### config.mk
export PLATFORM = sky130hd
export DESIGN_NAME = mem_dbus_wb
export DESIGN_NICKNAME = d
export VERILOG_FILES = /design/src/rtl/mem_dbus_wb_pkg.sv /design/src/rtl/mem_dbus_wb.sv
export SDC_FILE = /design/constraint.sdc
export NUM_CORES = 1
export LEC_CHECK = 0
export BUFFER_PORTS_ARGS = -buffer_cell sky130_fd_sc_hd__buf_2
export CAP_MARGIN = 30
export CELL_PAD_IN_SITES_DETAIL_PLACEMENT = 1
export CELL_PAD_IN_SITES_GLOBAL_PLACEMENT = 1
export CORE_MARGIN = 2
export CORE_UTILIZATION = 37
export CTS_CLUSTER_SIZE = 12
export DETAILED_ROUTE_END_ITERATION = 8
export GPL_TIMING_DRIVEN = 0
export PLACE_DENSITY_LB_ADDON = 0.3
export SETUP_SLACK_MARGIN = 0.1
export SLEW_MARGIN = 20
export SYNTH_ARGS = -nofsm -noshare
export SYNTH_HDL_FRONTEND = slang
export SYNTH_SLANG_ARGS = --single-unit
### constraint.sdc
create_clock -name clk -period 2.6 [get_ports clk]
set_input_delay 0.52 -clock clk [delete_from_list [all_inputs] [get_ports clk]]
set_output_delay 0.52 -clock clk [all_outputs]
set_load 0.05 [all_outputs]
### src/rtl/mem_dbus_wb_pkg.sv
// Shared types and widths for the MEM-stage Wishbone data-bus master.
package mem_dbus_wb_pkg;

  localparam int WB_ADR_W  = 32;
  localparam int WB_DAT_W  = 32;
  localparam int WB_SEL_W  = 4;
  localparam int TMO_CNT_W = 8;

  typedef enum logic [1:0] {
    ST_IDLE = 2'b00,
    ST_BUSY = 2'b01,
    ST_HOLD = 2'b10
  } dbus_state_e;

  // Saturating increment for the BUSY timeout counter; it never wraps.
  function automatic logic [TMO_CNT_W-1:0] sat_inc(input logic [TMO_CNT_W-1:0] v);
    if (v == {TMO_CNT_W{1'b1}}) begin
      sat_inc = v;
    end else begin
      sat_inc = v + {{(TMO_CNT_W-1){1'b0}}, 1'b1};
    end
  endfunction

endpackage

### src/rtl/mem_dbus_wb.sv
// MEM-stage data-bus master: one Wishbone B4 classic cycle per MEM access,
// pipeline stall request until completion, and a HOLD state that replays the
// captured load data while another stage keeps MEM frozen.
module mem_dbus_wb
  import mem_dbus_wb_pkg::*;
#(
  parameter int unsigned TIMEOUT_CYCLES = 255
) (
  input  logic                clk,
  input  logic                rst,
  input  logic                cpu_ce_i,
  input  logic                cpu_we_i,
  input  logic [WB_ADR_W-1:0] cpu_addr_i,
  input  logic [WB_SEL_W-1:0] cpu_sel_i,
  input  logic [WB_DAT_W-1:0] cpu_data_i,
  output logic [WB_DAT_W-1:0] cpu_data_o,
  input  logic                mem_stall_i,
  input  logic                flush_i,
  output logic                stallreq_o,
  output logic                bus_err_o,
  output logic [WB_ADR_W-1:0] wb_adr_o,
  output logic [WB_DAT_W-1:0] wb_dat_o,
  input  logic [WB_DAT_W-1:0] wb_dat_i,
  output logic [WB_SEL_W-1:0] wb_sel_o,
  output logic                wb_we_o,
  output logic                wb_stb_o,
  output logic                wb_cyc_o,
  input  logic                wb_ack_i,
  input  logic                wb_err_i
);

  localparam logic [TMO_CNT_W-1:0] TMO_LIMIT = TMO_CNT_W'(TIMEOUT_CYCLES);

  dbus_state_e                state_r;
  dbus_state_e                state_nxt_s;
  logic [TMO_CNT_W-1:0]       cnt_r;
  logic [WB_DAT_W-1:0]        rd_buf_r;
  logic [WB_DAT_W-1:0]        rdata_s;
  logic                       stall_s;
  logic                       start_s;
  logic                       ack_s;
  logic                       fail_s;
  logic                       abort_s;
  logic                       tmo_s;
  logic                       addr_lsb_unused_s;

  // The bus is word addressed; byte selection travels on wb_sel_o.
  assign addr_lsb_unused_s = ^cpu_addr_i[1:0];

  // cnt_r holds the number of BUSY cycles already completed, so the current
  // cycle is number cnt_r+1; time out on the TIMEOUT_CYCLES-th BUSY cycle.
  assign tmo_s = (sat_inc(cnt_r) >= TMO_LIMIT);

  // Next-state decode plus the combinational stall and load-data outputs.
  always_comb begin
    state_nxt_s = state_r;
    stall_s     = 1'b0;
    rdata_s     = 32'h0000_0000;
    start_s     = 1'b0;
    ack_s       = 1'b0;
    fail_s      = 1'b0;
    abort_s     = 1'b0;
    case (state_r)
      ST_IDLE: begin
        if (cpu_ce_i && !flush_i) begin
          stall_s     = 1'b1;
          start_s     = 1'b1;
          state_nxt_s = ST_BUSY;
        end else begin
          state_nxt_s = ST_IDLE;
        end
      end
      ST_BUSY: begin
        if (flush_i && !wb_ack_i) begin
          // Abort by negating CYC; nothing is reported back to MEM.
          abort_s     = 1'b1;
          state_nxt_s = ST_IDLE;
        end else if (wb_ack_i) begin
          ack_s       = 1'b1;
          rdata_s     = wb_we_o ? 32'h0000_0000 : wb_dat_i;
          state_nxt_s = (mem_stall_i && !flush_i) ? ST_HOLD : ST_IDLE;
        end else if (wb_err_i || tmo_s) begin
          fail_s      = 1'b1;
          state_nxt_s = (mem_stall_i && !flush_i) ? ST_HOLD : ST_IDLE;
        end else begin
          stall_s     = 1'b1;
          state_nxt_s = ST_BUSY;
        end
      end
      ST_HOLD: begin
        // Replay the completed access so MEM never re-issues it.
        rdata_s = rd_buf_r;
        if (!mem_stall_i || flush_i) begin
          state_nxt_s = ST_IDLE;
        end else begin
          state_nxt_s = ST_HOLD;
        end
      end
      default: begin
        state_nxt_s = ST_IDLE;
      end
    endcase
  end

  // Reset forces the combinational outputs low without waiting for a clock.
  assign stallreq_o = rst & stall_s;
  assign cpu_data_o = rst ? rdata_s : 32'h0000_0000;

  // State register, Wishbone request registers, timeout counter and read buffer.
  always_ff @(posedge clk or negedge rst) begin
    if (!rst) begin
      state_r   <= ST_IDLE;
      cnt_r     <= {TMO_CNT_W{1'b0}};
      rd_buf_r  <= 32'h0000_0000;
      bus_err_o <= 1'b0;
      wb_adr_o  <= 32'h0000_0000;
      wb_dat_o  <= 32'h0000_0000;
      wb_sel_o  <= 4'b0000;
      wb_we_o   <= 1'b0;
      wb_stb_o  <= 1'b0;
      wb_cyc_o  <= 1'b0;
    end else begin
      state_r   <= state_nxt_s;
      bus_err_o <= fail_s;
      if (start_s) begin
        wb_adr_o <= {cpu_addr_i[31:2], 2'b00};
        wb_dat_o <= cpu_data_i;
        wb_sel_o <= cpu_sel_i;
        wb_we_o  <= cpu_we_i;
        wb_stb_o <= 1'b1;
        wb_cyc_o <= 1'b1;
      end else if (abort_s || ack_s || fail_s) begin
        wb_stb_o <= 1'b0;
        wb_cyc_o <= 1'b0;
      end else begin
        wb_stb_o <= wb_stb_o;
        wb_cyc_o <= wb_cyc_o;
      end
      if (state_r == ST_BUSY) begin
        cnt_r <= sat_inc(cnt_r);
      end else begin
        cnt_r <= {TMO_CNT_W{1'b0}};
      end
      if (ack_s || fail_s) begin
        rd_buf_r <= rdata_s;
      end else begin
        rd_buf_r <= rd_buf_r;
      end
    end
  end

endmodule

==> results.json <==
{
  "clk_pin_slew_ns": 0.07,
  "drc": 0,
  "syn_area_per_cell_um2": 11.6,
  "cpPeakStageDelay_ns": 0.43,
  "floorplan.initialDensity": 0.374,
  "finalSetupViolCount": 2,
  "grt_pass1_vias": 5587,
  "slew_headroom": 0.658,
  "synth-edff-count": 0,
  "portBuffers": 208,
  "critPathSlowestCell": "dfrtp_2",
  "final_cell_mix": "181 x buf_2, 109 x dfrtp_1, 67 x mux2_2",
  "fillers": 1519,
  "die_h_um": 125,
  "grt_max_degree": 47,
  "synth_seq_cells": 111,
  "final_layout_size_suffix_gt1_frac": 0.608,
  "insertedDiodeCount": 0,
  "report.final.slew_viol_count": 0,
  "grtUsageTotal": 0.231,
  "cp-start-kind": "register",
  "cts_made_buffers": 9,
  "io_pins": 213,
  "criticalPathCategory": "register to output port",
  "violations": "setup timing",
  "critPathMaxFanout": 7,
  "timing.final.hold_violations": 0,
  "synth.cell_area_um2": 5380,
  "num_rows": 44,
  "synthCells": 463,
  "yosys.area_share.simple": 0.0808,
  "synth_ff_type": "dfrtp_1",
  "status": "finished with violations",
  "grt_pass1_wl_mm": 28.8,
  "cts-root-buf": "clkbuf_16",
  "synth_top_family_by_area": "compound AO/OA/AOI/OAI gates",
  "drtIter0Drc": 232,
  "fp.dieArea_um2": 15500,
  "synth_xor_area_frac": 0.00489,
  "cts_tree": "built",
  "via_count": 5183,
  "routed_wl_mm": 19.7,
  "cts.sinks": 111,
  "antenna_found_initial": 1,
  "cp_data_required_time_ns": 2.08,
  "h-tree-depth": 3,
  "cts_buffer_depth": 2,
  "max_freq_mhz": 379,
  "fin_ws_ns": -0.0417,
  "die_x_um": 125,
  "power_density_nw_per_um2": 660,
  "ys_seq_area_frac": 0.517,
  "cp_cell_sequence": "ha_4 > nand3_4 > nor4_4 > o21ai_2 > o211ai_1 > a21boi_2 > buf_6",
  "overflow": 0,
  "crit_path_end_kind": "output port",
  "synth_compound_area_frac": 0.195,
  "synth-async-reset-ratio": 1.00,
  "coreArea_um2": 14400,
  "ys_warn_count": 0,
  "final_common_cell": "buf_2",
  "fin_crit_ns": 2.64,
  "timing.final.crit_share": 1.02,
  "dr.pass1.iters": 4,
  "wl_per_cell_um": 21.1,
  "p_leak_nw": 4.01,
  "final_cell_area_um2": 8380,
  "hold_path.class": "primary input to async pin",
  "max_cap_viol_count": 0,
  "ant_nets": 0,
  "skew_ns": 0.00862,
  "synth_mux_area_frac": 0.142,
  "place.gp.congestion": 0.788,
  "tns_ns": -0.0543,
  "placed_area_um2": 6690,
  "detail_route.vias_per_cell": 5.56,
  "holdBufCountCts": 0,
  "dp_hpwl_mm": 12.4,
  "synthAdderAreaFrac": 0.0116,
  "rsz0062_at_grt": "true",
  "nets": 856,
  "vdd_drop_max_v": 0.000465,
  "insertion_delay_ns": 0.36,
  "tightest_slew_ns": 0.513,
  "synth_cell_type_count": 41,
  "arrival_ns": 2.12,
  "syn_to_final_growth_pct": 55.8
}
-- critical path: cells and delay by family (launching register included) --
kind	cells	cell delay, ns
AO/OA/AOI/OAI	3	0.59
adder cells (fa/ha/maj)	1	0.20
buffers and inverters	1	0.17
flip-flops	1	0.43
AND/OR/NAND/NOR	2	0.38
-- sequential cells by signal (all words and copies together), names as in the netlist --
signal	count
rd_buf_r	32
cnt_r	8
wb_dat_o	32
wb_cyc_o	1
wb_adr_o	30
state_r	2
wb_sel_o	4
wb_we_o	1
bus_err_o	1
-- timing repair --
item,4_1_cts,5_1_grt
setup endpoints to repair,33,33
pin swaps,14,55
gates cloned,2,2
buffers inserted,20,36
hold endpoints to repair,0,0
resized for setup,130,109
-- final cells by class --
| cell class | instances | area [µm²] | share of cell area |
|---|---|---|---|
| clock inverter | 6 | 90.1 | 0.0108 |
| tap | 184 | 230 | 0.0275 |
| inverter | 3 | 15.0 | 0.00179 |
| buffer | 48 | 357 | 0.0426 |
| sequential | 111 | 2780 | 0.332 |
| multi-input combinational | 301 | 2760 | 0.329 |
| clock buffer | 10 | 239 | 0.0285 |
| timing repair buffer | 269 | 1910 | 0.228 |
-- synth_stat cells (2+ instances only) --
| cell | count | area, µm² |
|---|---|---|
| clkbuf_1 | 27 | 101 |
| buf_4 | 6 | 45.0 |
| a21oi_1 | 36 | 180 |
| nand2_1 | 10 | 37.5 |
| dfrtp_1 | 111 | 2780 |
| nor3_1 | 8 | 40.0 |
| xor2_1 | 2 | 17.5 |
| nand4_1 | 2 | 12.5 |
| nand2b_1 | 2 | 12.5 |
| and3_1 | 33 | 206 |
| o21ai_0 | 3 | 15.0 |
| nor2_1 | 11 | 41.3 |
| ha_1 | 5 | 62.6 |
| a32oi_1 | 32 | 280 |
| inv_1 | 3 | 11.3 |
| mux2_2 | 67 | 754 |
| buf_2 | 13 | 65.1 |
| buf_6 | 3 | 33.8 |
| a22o_1 | 31 | 272 |
| a31oi_1 | 37 | 231 |
-- through the flow --
stage | util | power (mW) | cells | worst slack [ns] | hold slack [ns]
2_1_floorplan | - | 3.35 | 464 | 0.184 | 0.224
3_3_place_gp | 0.463 | 3.82 | 856 | -1.33 | 0.485
3_5_place_dp | 0.466 | 3.87 | 857 | -0.176 | 0.470
4_1_cts | 0.532 | 5.48 | 895 | 0.0235 | 0.0555
5_1_grt | 0.583 | 5.76 | 932 | -0.163 | 0.0717
6_report | 0.583 | 5.53 | 932 | -0.0417 | 0.0505
-- power breakdown --
part / internal [mW] / total, mW / switching, mW
sequential: 1.99 / 2.14 / 0.153
clock: 0.877 / 1.53 / 0.657
combinational: 0.569 / 1.86 / 1.29
-- routing by layer --
metal	global-route usage	wire length, µm
met1	0.264	7380
met3	0.0730	1560
met5	0	13
met2	0.410	10400
met4	0.0740	277
-- worst paths after layout --
path | from | to | slack, ns | cells after the start
max reg2reg | state_r[0]$_DFF_PN0_ | rd_buf_r[30]$_DFFE_PN0P_ | 0.41 | 9
min in group clk | cpu_data_i[1] | wb_dat_o[1]$_DFFE_PN0P_ | 0.39 | 2
max in group asynchronous | rst | rd_buf_r[6]$_DFFE_PN0P_ | 1.88 | 2
min | rst | rd_buf_r[4]$_DFFE_PN0P_ | 0.05 | 1
min reg2reg | wb_dat_o[11]$_DFFE_PN0P_ | wb_dat_o[11]$_DFFE_PN0P_ | 0.50 | 1
max | cnt_r[1]$_DFF_PN0_ | stallreq_o | -0.04 | 7
-- kinds of logic after synthesis --
kind of cell | count (synthesis)
AND/OR/NAND/NOR | 76
adder cells (fa/ha/maj) | 5
AO/OA/AOI/OAI | 147
multiplexers | 68
flip-flops | 111
XOR/XNOR | 3
buffers and inverters | 52
other | 1
Power figures use the tool's default switching activity.
